===== src/rtl/pipe_ctrl_pkg.sv =====
// Shared definitions for the pipeline stall/flush controller: stage indices
// and the timed-hold FSM encoding.
package pipe_ctrl_pkg;

  localparam int STG_PC  = 0;
  localparam int STG_IF  = 1;
  localparam int STG_ID  = 2;
  localparam int STG_EX  = 3;
  localparam int STG_MEM = 4;
  localparam int STG_WB  = 5;

  typedef enum logic {
    ST_IDLE = 1'b0,
    ST_HOLD = 1'b1
  } hold_state_e;

endpackage


===== src/rtl/pipe_ctrl_hold_timer.sv =====
// Timed-hold FSM: latches a stage and a cycle count on accept, then keeps the
// stage held for exactly that many cycles unless aborted by a flush.
module hold_timer
  import pipe_ctrl_pkg::*;
#(
  parameter int SW     = 3,
  parameter int HOLD_W = 4
) (
  input  logic              clk,
  input  logic              rst,
  input  logic              accept,
  input  logic              abort,
  input  logic [SW-1:0]     stage_in,
  input  logic [HOLD_W-1:0] cycles_in,
  output hold_state_e       state,
  output logic [SW-1:0]     held_stage
);

  hold_state_e       next_state;
  logic [HOLD_W-1:0] count;
  logic [SW-1:0]     stage_q;

  always_ff @(posedge clk) begin
    if (!rst) begin
      state <= ST_IDLE;
    end else begin
      state <= next_state;
    end
  end

  // Count holds the cycles still to be held, including the current one.
  always_ff @(posedge clk) begin
    if (!rst) begin
      count   <= '0;
      stage_q <= '0;
    end else if (state == ST_IDLE && accept) begin
      count   <= cycles_in;
      stage_q <= stage_in;
    end else if (state == ST_HOLD) begin
      count <= count - HOLD_W'(1);
    end
  end

  always_comb begin
    next_state = state;
    case (state)
      ST_IDLE: if (accept) next_state = ST_HOLD;
      ST_HOLD: if (abort || count == HOLD_W'(1)) next_state = ST_IDLE;
      default: next_state = ST_IDLE;
    endcase
  end

  always_comb begin
    held_stage = (state == ST_HOLD) ? stage_q : '0;
  end

endmodule


===== src/rtl/pipe_ctrl.sv =====
// Pipeline stall/bubble/flush controller: turns per-stage stall requests, a
// timed hold and (possibly deferred) flush requests into per-stage strobes.
module pipe_ctrl
  import pipe_ctrl_pkg::*;
#(
  parameter int NSTAGE = 6,
  parameter int HOLD_W = 4,
  parameter int CNT_W  = 32
) (
  input  logic                      clk,
  input  logic                      rst,
  input  logic [NSTAGE-1:0]         stallreq,
  input  logic                      hold_req,
  input  logic [$clog2(NSTAGE)-1:0] hold_stage,
  input  logic [HOLD_W-1:0]         hold_cycles,
  input  logic                      flush_req,
  input  logic [$clog2(NSTAGE)-1:0] flush_stage,
  output logic [NSTAGE-1:0]         stall,
  output logic [NSTAGE-1:0]         bubble,
  output logic [NSTAGE-1:0]         flush,
  output logic [CNT_W-1:0]          stall_cnt,
  output logic                      busy
);

  localparam int SW = $clog2(NSTAGE);

  hold_state_e hold_state;
  logic        hold_active;
  logic [SW-1:0] held_stage;
  logic        hold_accept;
  logic        hold_abort;

  logic          lvl_valid;
  logic [SW-1:0] lvl;
  logic          pend_valid;
  logic [SW-1:0] pend_stage;
  logic          fl_valid;
  logic [SW-1:0] fl_stage;
  logic          fl_blocked;
  logic          fl_issue;

  assign hold_active = (hold_state == ST_HOLD);

  // Deepest stage that must stall this cycle.
  always_comb begin
    lvl_valid = 1'b0;
    lvl       = '0;
    for (int i = 0; i < NSTAGE; i++) begin
      if (stallreq[i] || (hold_active && held_stage == SW'(i))) begin
        lvl_valid = 1'b1;
        lvl       = SW'(i);
      end
    end
  end

  // A new request merges with a deferred one; the deeper stage wins.
  always_comb begin
    fl_valid = pend_valid | flush_req;
    fl_stage = pend_valid ? pend_stage : '0;
    if (flush_req && flush_stage > fl_stage) fl_stage = flush_stage;
    fl_blocked = lvl_valid && (lvl > fl_stage);
    fl_issue   = rst && fl_valid && !fl_blocked;
  end

  always_comb begin
    stall  = '0;
    bubble = '0;
    flush  = '0;
    for (int k = 0; k < NSTAGE; k++) begin
      stall[k] = rst && lvl_valid && (SW'(k) <= lvl) &&
                 !(fl_issue && SW'(k) <= fl_stage);
      flush[k] = fl_issue && (k != STG_PC) && (SW'(k) <= fl_stage);
    end
    for (int k = 0; k < NSTAGE - 1; k++) begin
      bubble[k] = stall[k] & ~stall[k+1];
    end
  end

  always_ff @(posedge clk) begin
    if (!rst) begin
      pend_valid <= 1'b0;
      pend_stage <= '0;
    end else if (fl_issue) begin
      pend_valid <= 1'b0;
    end else if (fl_valid) begin
      pend_valid <= 1'b1;
      pend_stage <= fl_stage;
    end
  end

  // A same-cycle flush at or below the requested hold stage wins over the hold.
  assign hold_accept = hold_req && (hold_cycles != '0) && !hold_active &&
                       !(fl_issue && fl_stage >= hold_stage);
  assign hold_abort  = fl_issue && (fl_stage >= held_stage);

  hold_timer #(
    .SW     (SW),
    .HOLD_W (HOLD_W)
  ) u_hold_timer (
    .clk        (clk),
    .rst        (rst),
    .accept     (hold_accept),
    .abort      (hold_abort),
    .stage_in   (hold_stage),
    .cycles_in  (hold_cycles),
    .state      (hold_state),
    .held_stage (held_stage)
  );

  always_ff @(posedge clk) begin
    if (!rst) begin
      stall_cnt <= '0;
    end else if (stall[0] && stall_cnt != {CNT_W{1'b1}}) begin
      stall_cnt <= stall_cnt + CNT_W'(1);
    end
  end

  assign busy = hold_active | pend_valid;

endmodule


===== config.mk =====
export PLATFORM = sky130hd
export DESIGN_NAME = pipe_ctrl
export DESIGN_NICKNAME = d
export VERILOG_FILES = /design/src/rtl/pipe_ctrl_pkg.sv /design/src/rtl/pipe_ctrl_hold_timer.sv /design/src/rtl/pipe_ctrl.sv
export SDC_FILE = /design/constraint.sdc
export NUM_CORES = 1
export LEC_CHECK = 0
export BUFFER_PORTS_ARGS = -buffer_cell sky130_fd_sc_hd__buf_2
export CAP_MARGIN = 20
export CORE_MARGIN = 3
export CORE_UTILIZATION = 60
export CTS_BUF_LIST = sky130_fd_sc_hd__clkbuf_2 sky130_fd_sc_hd__clkbuf_4 sky130_fd_sc_hd__clkbuf_8
export CTS_CLUSTER_DIAMETER = 60
export DETAILED_ROUTE_END_ITERATION = 8
export PLACE_DENSITY = 0.95
export SLEW_MARGIN = 5
export SYNTH_ARGS = -nofsm -noshare
export SYNTH_HDL_FRONTEND = slang
export SYNTH_SLANG_ARGS = --single-unit

===== constraint.sdc =====
create_clock -name clk -period 8.8 [get_ports clk]
set_input_delay 1.76 -clock clk [delete_from_list [all_inputs] [get_ports clk]]
set_output_delay 1.76 -clock clk [all_outputs]
set_load 0.01 [all_outputs]

Yosys cells after proc, flatten, opt, wreduce, memory -nomap -nowiden

Cells that the tools add are included.

Bits in registers: 44
Bits in latches: 0
Bits in writable memories: 0
Memory bits (read-only): 0
Bits of input ports: 20
Output and inout bits: 51
Memories: 0

Add/sub/neg operators: 2
Multiply operators: 0
Divide/modulo/power cells: 0
Magnitude comparators: 16
Eq/ne operators: 7
Shifts and indexed selects: 0
Muxes and demuxes: 19
Bitwise operators: 15
Reductions and logical operators: 57

Operators with widths:

| operator                                            | number |
|---|---|
| logical AND 1 bit                                   | 36 |
| adder 32 x 1 -> 32 bit (second input constant)      | 1 |
| != test 32 bit (second input constant)              | 1 |
| two-way mux 3 bit                                   | 5 |
| <= comparator 1 x 3 -> 1 bit (first input constant) | 4 |
| <= comparator 2 x 3 -> 1 bit (first input constant) | 4 |
| <= comparator 3 bit (first input constant)          | 4 |
| logical NOT 1 bit                                   | 9 |
| two-way mux 1 bit                                   | 9 |
| two-way mux 4 bit                                   | 2 |
| inverter 1 bit                                      | 8 |
| logical OR 1 bit                                    | 7 |
| == test 3 x 2 -> 1 bit (second input constant)      | 2 |
| == test 3 bit (second input constant)               | 2 |
| greater-or-equal comparator 3 bit                   | 2 |
| > comparator 3 bit                                  | 2 |
| bitwise AND 1 bit                                   | 5 |
| == test 4 x 1 -> 1 bit (second input constant)      | 1 |
| two-way mux 2 bit                                   | 2 |
| nonzero test 4 bit                                  | 1 |
| subtractor 4 x 1 -> 4 bit (second input constant)   | 1 |
| == test 3 x 1 -> 1 bit (second input constant)      | 1 |
| logical NOT 3 bit                                   | 1 |
| OR 1 bit                                            | 2 |
| other kinds (4)                                     | 4 |

Longest topological paths before layout

Depth after elaboration: 18
Mapped depth: 16
Gate-level depth less buffers: 14

Modules after synthesis

Synthesis repeated with hierarchy kept, for this count alone.

Cell total of the unflattened synthesis: 350
Area total of the unflattened synthesis: 2,860.2 µm²

Modules (own cells, without submodules):

| module     | times used | cells each | area an instance (µm²) |
|---|---|---|---|
| pipe_ctrl  | 1          | 305        | 2,433.6 |
| hold_timer | 1          | 45         | 426.7 |

Worst setup path after synthesis

No wires, ideal clock.

Kind: input port to output port
Start point: in flush_stage[2]
End point: out bubble[1]
Data arrival time: 4.631 ns
Path slack: 2.409 ns
Stages: 11
Cells stage by stage: ha_1 nand3_1 o22ai_1 o21a_1 mux2i_1 ha_1 nand3_1 o21ai_0 o31ai_4 a21oi_1 nor4b_1

Elaborated cells on any way between the ends: 17

RTL lines:

| what                | line            | source |
|---|---|---|
| from (decl)         | pipe_ctrl.sv:17 | `input logic [$clog2(NSTAGE)-1:0] flush_stage,` |
| > comparator 3 bit  | pipe_ctrl.sv:60 | `if (flush_req && flush_stage > fl_stage) fl_stage = flush_stage;` |
| logical AND 1 bit   | pipe_ctrl.sv:60 |  |
| two-way mux 3 bit * | pipe_ctrl.sv:60 |  |
| > comparator 3 bit  | pipe_ctrl.sv:61 | `fl_blocked = lvl_valid && (lvl > fl_stage);` |
| logical AND 1 bit   | pipe_ctrl.sv:61 |  |
| logical NOT 1 bit   | pipe_ctrl.sv:62 | `fl_issue = rst && fl_valid && !fl_blocked;` |
| logical AND 1 bit   | pipe_ctrl.sv:62 |  |
| logical AND 1 bit * | n/a             |  |
| named net flush[1]  | pipe_ctrl.sv:20 | `output logic [NSTAGE-1:0] flush,` |
| logical NOT 1 bit * | pipe_ctrl.sv:71 | `!(fl_issue && SW'(k) <= fl_stage);` |
| logical AND 1 bit * | pipe_ctrl.sv:70 | `stall[k] = rst && lvl_valid && (SW'(k) <= lvl) &&` |
| bitwise AND 1 bit * | pipe_ctrl.sv:75 | `bubble[k] = stall[k] & ~stall[k+1];` |
| to (decl)           | pipe_ctrl.sv:19 | `output logic [NSTAGE-1:0] bubble,` |

The timed path passes the listed nets; every way through them passes the cells marked *.

Final worst setup path

Start point: in flush_stage[2]
End point: out bubble[0]

Word-level cells in the longest chain between the ends: 12
Elaborated cells on any way between the ends: 17

Ends and longest elaborated chain:

| what                | line |
|---|---|
| > comparator 3 bit  | pipe_ctrl.sv:60 |
| logical AND 1 bit   | pipe_ctrl.sv:60 |
| two-way mux 3 bit * | pipe_ctrl.sv:60 |
| > comparator 3 bit  | pipe_ctrl.sv:61 |
| logical AND 1 bit   | pipe_ctrl.sv:61 |
| logical NOT 1 bit   | pipe_ctrl.sv:62 |
| logical AND 1 bit   | pipe_ctrl.sv:62 |
| logical AND 1 bit   | pipe_ctrl.sv:71 |
| logical NOT 1 bit   | pipe_ctrl.sv:71 |
| logical AND 1 bit   | pipe_ctrl.sv:70 |
| inverter 1 bit      | pipe_ctrl.sv:75 |
| bitwise AND 1 bit * | pipe_ctrl.sv:75 |

Every way passes the cells marked *; elsewhere a longest branch is shown, timed or not.

==> metrics.md <==
| Metric | Value |
|---|---|
| Dominant combinational cell family by area after synthesis | `simple AND/OR/NAND/NOR gates` |
| Hold_buf cts | `0` |
| Number of CTS-inserted buffers | `5` |
| Mapped Avg Cell Area | `just over 8 µm²` |
| Final Cycle Share | `approximately four fifths` |
| Fraction of registers with async set/reset | `0%` |
| Post-Route Setup TNS | `0 ps` |
| Effective utilization at floorplan | `between 60% and 70%` |
| Setup crit end kind | `output port` |
| Startpoint class of the critical path | `primary input` |
| Routability-driven placement congestion ratio | `slightly above 0.8` |
| Synthesized-area fraction occupied by adder cells | `about 5.5%` |
| Area Growth Syn to Fin | `14.61%` |
| Overall routed net length | `around 7.2 mm` |
| Most frequent standard cell in the layout excluding fill and tap cells | `sky130_fd_sc_hd__buf_2` |
| Netlist area before placement | `2954 µm²` |
| Rows | `24` |
| Total number of vias | `between 2,000 and 3,000` |
| Synth Area in XOR/XNOR | `between 2 and 2.5%` |
| Simple-gate portion of the synthesized area | `a little under a third` |
| GRT Overall Usage | `roughly a quarter` |
| Portion of total power attributed to the clock network | `29.1%` |
| Max-capacitance violation count | `0` |
| Number of nets in the layout | `about 460` |
| Largest vdd supply drop | `92.71 µV` |
| IO Pins | `a little over 70` |
| HPWL reported at the end of detailed placement | `approximately 5.4 mm` |
| Sequential cell area fraction in the yosys report | `between 20% and 30%` |
| Final routed DRC violation total | `0` |
| Static power due to leakage | `between 1 and 1.5 nW` |
| Layout cells sized above 1 | `22.41%` |
| Register share of total power | `~47%` |
| Compound-gate portion of the synthesized area | `approximately a fifth` |
| Area of the die | `approximately 5800 µm²` |
| Final ANT Viol Nets | `0` |
| Routed vias/inst | `between 6 and 7` |
| Number of antenna repair diodes | `0` |
| Dominant register cell in the synthesized netlist | `sky130_fd_sc_hd__dfxtp_1` |
| Number of I/O port buffers | `68` |
| Count of warnings emitted by yosys | `0` |
| Path category of the worst min-delay check | `reg -> reg` |
| Final Hold Violating Endpoints | `0` |
| Die extent in x | `roughly 76 µm` |
| Number of H-tree levels | `2` |
| Slew Viols, Final | `0` |
| Longest Clk Path Bufs | `2` |
| Total of endpoints with negative setup slack in the final report | `0` |
| Worst-margin pin slew | `1006 ps` |
| Sinks on the clock net | `44` |
| Per-cell routed wire length | `between 10 and 15 µm` |
| Via count of the first global-routing pass | `2,847` |
| CTS Root Cell | `sky130_fd_sc_hd__clkbuf_8` |
| Iteration-0 DRC count of the detailed router | `approximately 220` |
| Number of resized instances in the post-cts repair step | `0` |
| Count of flip-flops with a built-in enable after synthesis | `0` |
| Maximum clock frequency | `145.0 MHz` |
| Worst EP required | `~7000 ps` |
| Max Clock Skew | `8.886 ps` |
| Proportion of power drawn by combinational gates | `between 20% and 30%` |
| Standard cell core area | `between 4000 and 5000 µm²` |
| Top library cells by usage in the layout, fill and taps aside | `sky130_fd_sc_hd__buf_2 (68), sky130_fd_sc_hd__dfxtp_1 (44), sky130_fd_sc_hd__nand2_1 (31), sky130_fd_sc_hd__nor2_1 (27), sky130_fd_sc_hd__a21oi_1 (22)` |
| Worst-skew pair later-pin latency | `roughly 300 ps` |
| Max-slew headroom at the worst pin | `about a third` |
| Post-synthesis sequential element count | `between 40 and 50` |
| Power density over the cells | `between 100 and 150 nW/µm²` |
| Initial antenna violation count | `0` |
| Global-route wire length before repair | `roughly 12 mm` |
| Die height | `76.17 µm` |
| Maximum number of pins on one net before global-route repair | `38` |
| Multiplexer area fraction after synthesis | `between 3 and 4%` |
| RSZ-0062 raised after global routing | `false` |
| Switching power as a share of total power | `about a third` |
| Clock input transition at the sequential cells of the worst setup and hold paths | `approximately 80 ps` |
| Internal | `between 0.0003 and 0.0004 W` |
| Fillcell total | `around 360` |
| Fraction of the core area covered by cells at the end of the flow | `between 70 and 80%` |
| Data arrival, critical path | `5140 ps` |
| Category of the critical setup timing path | `in -> out` |
| Time the final worst path needs with I/O delays and setup | `between 6000 and 7000 ps` |
| CTS tree | `built` |
| Synth cell types | `58` |
| Worst hold slack | `approximately 500 ps` |
| Run status | `completed` |
| Remaining global-route overflow | `0` |
| First-pass iteration count of the detailed router | `4` |
| Number of standard cells after synthesis | `~360` |
| Switching pwr | `between 0.0001 and 0.00015 W` |
| Crit-path max FO | `8` |
| Post-CTS Setup Repair Bufs | `0` |
## metal layers
layer	global-route usage, %	share of wire [%]	wire length (µm)
met1	27.79	42	3027
met2	45.83	50	3608
met3	4.137	7.1	513
met4	7.246	0.97	70
met5	0	0	0
## worst max-delay path: stages
cell and delay (ps):
sky130_fd_sc_hd__buf_2 120, sky130_fd_sc_hd__ha_1 310, sky130_fd_sc_hd__nand3_1 90, sky130_fd_sc_hd__o22ai_1 230
sky130_fd_sc_hd__o21a_1 240, sky130_fd_sc_hd__mux2i_1 530, sky130_fd_sc_hd__ha_1 350, sky130_fd_sc_hd__a211oi_1 550
sky130_fd_sc_hd__o22ai_2 310, sky130_fd_sc_hd__nand2_1 250, sky130_fd_sc_hd__inv_1 110, sky130_fd_sc_hd__and2_1 160
sky130_fd_sc_hd__buf_2 130
## worst paths after layout
kind	endpoint	slack (ps)	start	depth (start not counted)
max	bubble[0]	1900	flush_stage[2]	13
min	stall_cnt[23]$_SDFFE_PN0P_	500	stall_cnt[23]$_SDFFE_PN0P_	2
max reg2reg	stall_cnt[29]$_SDFFE_PN0P_	4340	pend_valid$_SDFFE_PP0N_	14
min reg2reg	stall_cnt[23]$_SDFFE_PN0P_	500	stall_cnt[23]$_SDFFE_PN0P_	2
## registers in the layout (all words and copies together) (netlist names)
register / flops
u_hold_timer.stage_q: 3
pend_stage: 3
stall_cnt: 32
u_hold_timer.count: 4
u_hold_timer.state: 1
pend_valid: 1
## final cells by class
type                       instances  area [µm²]  share of cell area, %
clock buffer                       7       90.09                  2.661
clock inverter                     1       7.507                 0.2217
inverter                          21       78.83                  2.328
multi-input combinational        281        1892                  55.88
sequential                        44       880.8                  26.02
tap                               65       81.33                  2.402
timing repair buffer              70       355.3                  10.50
## Yosys cell counts, types with 6 or more instances
| cell type | number | area (µm²) |
|---|---|---|
| sky130_fd_sc_hd__ha_1 | 13 | 162.7 |
| sky130_fd_sc_hd__inv_1 | 21 | 78.83 |
| sky130_fd_sc_hd__nand3_1 | 20 | 100.1 |
| sky130_fd_sc_hd__nor2_1 | 27 | 101.4 |
| sky130_fd_sc_hd__mux2i_1 | 10 | 100.1 |
| sky130_fd_sc_hd__clkbuf_1 | 9 | 33.78 |
| sky130_fd_sc_hd__nand2_1 | 31 | 116.4 |
| sky130_fd_sc_hd__or3_1 | 8 | 50.05 |
| sky130_fd_sc_hd__and4_1 | 7 | 61.31 |
| sky130_fd_sc_hd__o31ai_1 | 15 | 112.6 |
| sky130_fd_sc_hd__nand2b_1 | 10 | 62.56 |
| sky130_fd_sc_hd__nand4_1 | 8 | 50.05 |
| sky130_fd_sc_hd__dfxtp_1 | 44 | 880.8 |
| sky130_fd_sc_hd__o21ai_0 | 13 | 65.06 |
| sky130_fd_sc_hd__a211oi_1 | 6 | 45.04 |
| sky130_fd_sc_hd__and2_1 | 6 | 37.54 |
| sky130_fd_sc_hd__or4_1 | 9 | 67.56 |
| sky130_fd_sc_hd__a21oi_1 | 22 | 110.1 |
## power groups by stage
stage          sequential, W  combinational [W]  clock [W]
2_1_floorplan       0.000223          0.0000848          0
3_3_place_gp        0.000227           0.000104          0
3_5_place_dp        0.000227           0.000110          0
4_1_cts             0.000223           0.000111   0.000139
5_1_grt             0.000225           0.000122   0.000149
6_report            0.000223           0.000111   0.000137
## metrics by stage
| step | cells | cell area, µm² | power, W | setup WS [ps] |
|---|---|---|---|---|
| 4_1_cts | 489 | 3386 | 0.0004723 | 1954 |
| 3_5_place_dp | 481 | 3288 | 0.0003371 | 1953 |
| 2_1_floorplan | 364 | 2958 | 0.0003076 | 2409 |
| 6_report | 489 | 3386 | 0.0004707 | 1902 |
| 5_1_grt | 489 | 3386 | 0.0004964 | 1695 |
| 3_3_place_gp | 480 | 3281 | 0.0003307 | 2175 |
## kinds of logic after synthesis
| group | after synthesis |
|---|---|
| flip-flops | 44 |
| buffers and inverters | 39 |
| AND/OR/NAND/NOR | 163 |
| XOR/XNOR | 7 |
| multiplexers | 11 |
| AO/OA/AOI/OAI | 85 |
| other | 1 |
| adder cells (fa/ha/maj) | 13 |
No activity file was read; power rests on OpenSTA's default activity.
